<file path="config.mk">
export PLATFORM = sky130hd
export DESIGN_NAME = int_ctrl
export DESIGN_NICKNAME = d
export VERILOG_FILES = /design/src/rtl/int_ctrl.sv
export SDC_FILE = /design/constraint.sdc
export NUM_CORES = 1
export LEC_CHECK = 0
export ABC_CLOCK_PERIOD_IN_PS = 4900
export CORE_MARGIN = 3
export CORE_UTILIZATION = 30
export CTS_BUF_LIST = sky130_fd_sc_hd__clkbuf_4
export DETAILED_ROUTE_END_ITERATION = 16
export PLACE_DENSITY = 0.67
export SLEW_MARGIN = 20
export SYNTH_ARGS = -nofsm -noshare
export SYNTH_HDL_FRONTEND = slang
export SYNTH_SLANG_ARGS = --single-unit
</file>
<file path="constraint.sdc">
create_clock -name clk -period 4.9 [get_ports clk]
set_clock_uncertainty 0.15 [all_clocks]
set_input_delay 0.98 -clock clk [delete_from_list [all_inputs] [get_ports clk]]
set_output_delay 0.98 -clock clk [all_outputs]
set_load 0.01 [all_outputs]
</file>
<file path="src/rtl/int_ctrl.sv">
// Memory-mapped interrupt controller: latches NUM_SRC lines into pending bits, masks them, requests the CPU.
// Latency: bus reads are combinational (read-old); pending/int_req update one clock after the causing event.
// Backpressure: none, every bus access completes in its cycle; the bus is never stalled.
module int_ctrl #(
  parameter int          NUM_SRC   = 8,
  parameter logic [31:0] BASE_ADDR = 32'h0000_7F40
) (
  input  logic               clk,
  input  logic               reset,
  input  logic [NUM_SRC-1:0] src,
  input  logic [31:0]        bus_addr,
  input  logic               bus_we,
  input  logic [3:0]         bus_byteen,
  input  logic [31:0]        bus_wdata,
  output logic [31:0]        bus_rdata,
  output logic               bus_sel,
  output logic               int_req
);

  localparam logic [1:0] OFF_MODE = 2'd0;
  localparam logic [1:0] OFF_MASK = 2'd1;
  localparam logic [1:0] OFF_PEND = 2'd2;

  logic [NUM_SRC-1:0] mode_q, mask_q, pend_q, src_d;
  logic [NUM_SRC-1:0] mode_n, mask_n, pend_n;
  logic [NUM_SRC-1:0] set_v, clr_v, active, lane_bits, wbits;
  logic [31:0]        lane_mask, wdata_m, id;
  logic [1:0]         off;
  logic               wr_en;
  logic               unused_bits;

  assign bus_sel   = (bus_addr[31:4] == BASE_ADDR[31:4]);
  assign off       = bus_addr[3:2];
  assign wr_en     = bus_sel & bus_we & (|bus_byteen);
  assign lane_mask = {{8{bus_byteen[3]}}, {8{bus_byteen[2]}},
                      {8{bus_byteen[1]}}, {8{bus_byteen[0]}}};
  assign wdata_m   = bus_wdata & lane_mask;
  assign lane_bits = lane_mask[NUM_SRC-1:0];
  assign wbits     = wdata_m[NUM_SRC-1:0];
  assign active    = pend_q & mask_q;

  // Address byte offset and data bits above NUM_SRC carry no meaning here.
  assign unused_bits = &{1'b0, bus_addr[1:0], wdata_m};

  // Next-state for the register file: lane-merged writes, W1C clears, set-wins pending update.
  always_comb begin
    mode_n = mode_q;
    mask_n = mask_q;
    clr_v  = '0;
    if (wr_en) begin
      case (off)
        OFF_MODE: mode_n = (mode_q & ~lane_bits) | wbits;
        OFF_MASK: mask_n = (mask_q & ~lane_bits) | wbits;
        OFF_PEND: clr_v  = wbits;
        default:  ;
      endcase
    end
    // Edge sources pend on a 0->1 transition only; level sources pend while high.
    set_v  = (mode_q & src & ~src_d) | (~mode_q & src);
    pend_n = set_v | (pend_q & ~clr_v);
  end

  // Lowest-numbered active source wins; all-ones means nothing is pending and enabled.
  always_comb begin
    id = '1;
    for (int i = NUM_SRC - 1; i >= 0; i--) begin
      if (active[i]) id = $unsigned(i);
    end
  end

  // Read mux shows state before any same-cycle write; zero outside the window.
  always_comb begin
    bus_rdata = '0;
    if (bus_sel) begin
      case (off)
        OFF_MODE: bus_rdata[NUM_SRC-1:0] = mode_q;
        OFF_MASK: bus_rdata[NUM_SRC-1:0] = mask_q;
        OFF_PEND: bus_rdata[NUM_SRC-1:0] = pend_q;
        default:  bus_rdata = id;
      endcase
    end
  end

  // Register state and the registered request, computed from next-state so it lags events by one clock.
  always_ff @(posedge clk) begin
    if (reset) begin
      mode_q  <= '0;
      mask_q  <= '0;
      pend_q  <= '0;
      src_d   <= '0;
      int_req <= 1'b0;
    end else begin
      mode_q  <= mode_n;
      mask_q  <= mask_n;
      pend_q  <= pend_n;
      src_d   <= src;
      int_req <= |(pend_n & mask_n);
    end
  end

endmodule

</file>
==> out/metrics.yaml <==
top_level_ports: 113
post-route-util_pct: 45.05
gp_congestion: 0.7727
cts_tree: "built"
synth_ff_type: "dfxtp_1"
period_share_pct: 92.82
drive_gt1_share_pct: 15.15
rrSetupSlack_ps: 3420
dpl_worst_slack_ps: 346.5
postRouteAntennaNets: 0
grt_pass1_vias: 1634
ys_top_cells_by_count: "dfxtp_1 (33), buf_4 (23), nor2_1 (20)"
fin_ws_ps: 351.7
grt_max_degree: 34
yosys.cell_types.count: 37
hold_viol_final: 0
max_stage_delay_ps: 530
power.leakage_nw: 0.9710
slew_violations: 0
synthToLayoutAreaGrowth_pct: 43.51
required_ps: 3770
antenna_found_initial: 0
grt_pass1_wl_um: 8059
core_area_um2: 5991
design.die.area_um2: 7255
vias: 1648
synth_edf_count: 0
path_clk_slew_ps: 100
path_class: "in -> out"
hpwl_um: 3707
slew_headroom_pct: 47.80
powerDensity_nw_per_um2: 186.4
cts_root_buffer: "clkbuf_4"
post_drt_via_cell_ratio: 4.861
yosysTopAreaCell: "dfxtp_1"
worstSetupStartpointType: "primary input"
critPathMaxFanout: 5
cts_max_level: 2
clock_latency_ps: 340
crit_slowest_cell: "clkdlybuf4s50_1"
async_flop_share_pct: 0
hold_buffers: 0
clock_sinks: 33
min_path_type: "reg -> reg"
critical_path.startpoint: "bus_addr[24]"
tightest_slew_ps: 777.2
wl_per_cell_um: 14.14
cts_setup_buffers: 0
worstHoldPathCells: 2
clk_path_buf_depth: 2
ys_seq_area_share_pct: 35.13
crit_buf_inv: 3
cp-end-kind: "output pin"
die_x_um: 85.18
die_h_um: 85.18
synth_top_area_share_pct: 35.13
nets: 342
synth_cells: 197
fin_crit_ps: 4548
drtIter0Drc: 59
holdWs_ps: 375.9
ys_ff_latch: 33
port-buffer-count: 83
path_common_cell: "clkdlybuf4s50_1"
syn-num-nets: 276
first_pass_iters: 4
yosysMostFrequentCell: "dfxtp_1"
wl_um: 4794
ctsResizeCount: 0
cp.arrival_ps: 3420
drc_errors: 0
setup_violations: 0
cts_buffers: 5
setup-tns-final_ps: 0
path_cells: "clkdlybuf4s50_1 > nor4b_2 > nand4_2 > or3_4 > a31oi_1 > buf_4 > o221a_2 > clkdlybuf4s50_1"
rsz0062_at_grt: "false"
antenna_cells: 0
synth_area_leaders: "dfxtp_1 (35%), buf_4 (9.2%), mux2i_1 (6.4%)"
yosys_warnings: 0
path_delay_family: "buffers and inverters"
fmax_ghz: 0.2199
status: "finished clean"
std_cell_rows: 28
vdd_ir_drop_max_mv: 0.07769
track_usage_pct: 13.89
start_util_pct: 31.39
rr_worst_depth: 5
r2r-end: "int_req"
synthesis.area_um2: 1881
grt_overflow: 0
maxCapViolations: 0
syn_avg_cell_area_um2: 9.546
==> logic make-up (layout without fill, tap and decap cells) <==
kind of cell           Yosys count  after routing  synth area share [%]
buffers and inverters           29             96                 10.38
and+or+nand+nor                 78             78                 25.28
DFF                             33             33                 35.13
muxes                           24             24                 15.37
AOI/OAI and AO/OA               33             33                 13.84
==> report_power, final <==
group / internal (W) / total [W] / switching (W)
Sequential: 0.000276 / 0.000282 / 0.00000558
Clock: 0.0000519 / 0.000144 / 0.0000921
Combinational: 0.0000495 / 0.0000772 / 0.0000277
==> tightest hold or removal path, cell delays in order (launching register included) <==
cell and delay [ps]:
dfxtp_1 360, mux2i_1 70, nor2_1 70
==> how the worst max path moves through the flow <==
| stage | to | slack (ps) | cells after the start |
|---|---|---|---|
| after detailed placement | bus_rdata[5] | 350 | 8 |
| after CTS | bus_rdata[3] | 340 | 8 |
| after floorplan | bus_rdata[10] | 120 | 5 |
| after global routing | bus_rdata[7] | 240 | 8 |
| final | bus_rdata[6] | 350 | 8 |
| after global placement | bus_rdata[3] | 330 | 8 |
==> layer usage <==
metal	global-route usage [%]	vias up	share of wire, %	routed length [um]
li1	-	829	-	-
met1	18.59	741	45	2152
met2	21.47	72	44	2131
met3	4.466	6	9.5	454
met4	3.885	0	1.2	56
met5	0	-	0	0
==> per-stage QoR <==
step	power (W)	std cells	instance area, um2
2_1_floorplan	0.0003133	197	1881
3_3_place_gp	0.0003646	331	2649
3_5_place_dp	0.0003658	331	2649
4_1_cts	0.0005087	339	2699
5_1_grt	0.0005307	339	2699
6_report	0.0005030	339	2699
==> cells in the final DEF, fill, tap and decap left out, types with 2 or more instances in the layout <==
cell / count
clkdlybuf4s50_1: 83
dfxtp_1: 33
nor2_1: 20
nand2_1: 19
nor2b_1: 19
mux2i_1: 12
mux2_2: 9
a21oi_1: 8
o221a_2: 5
clkbuf_4: 5
a21boi_0: 4
a31o_2: 4
buf_4: 4
a22oi_1: 3
mux4_2: 3
and2_1: 3
nor4b_2: 2
nand4_1: 2
a31oi_1: 2
nor4_4: 2
o22a_1: 2
clkinv_1: 2
==> final cells by class <==
type,count,area [um2]
multi-input cells,135,1030
clock buffers,5,37.54
well taps,75,93.84
fillers,577,3292
flip-flops and latches,33,660.6
clock inverters,3,12.51
inverters,1,3.754
repair buffers,87,860.8
Note: power is estimated with default switching activity, not from simulation.
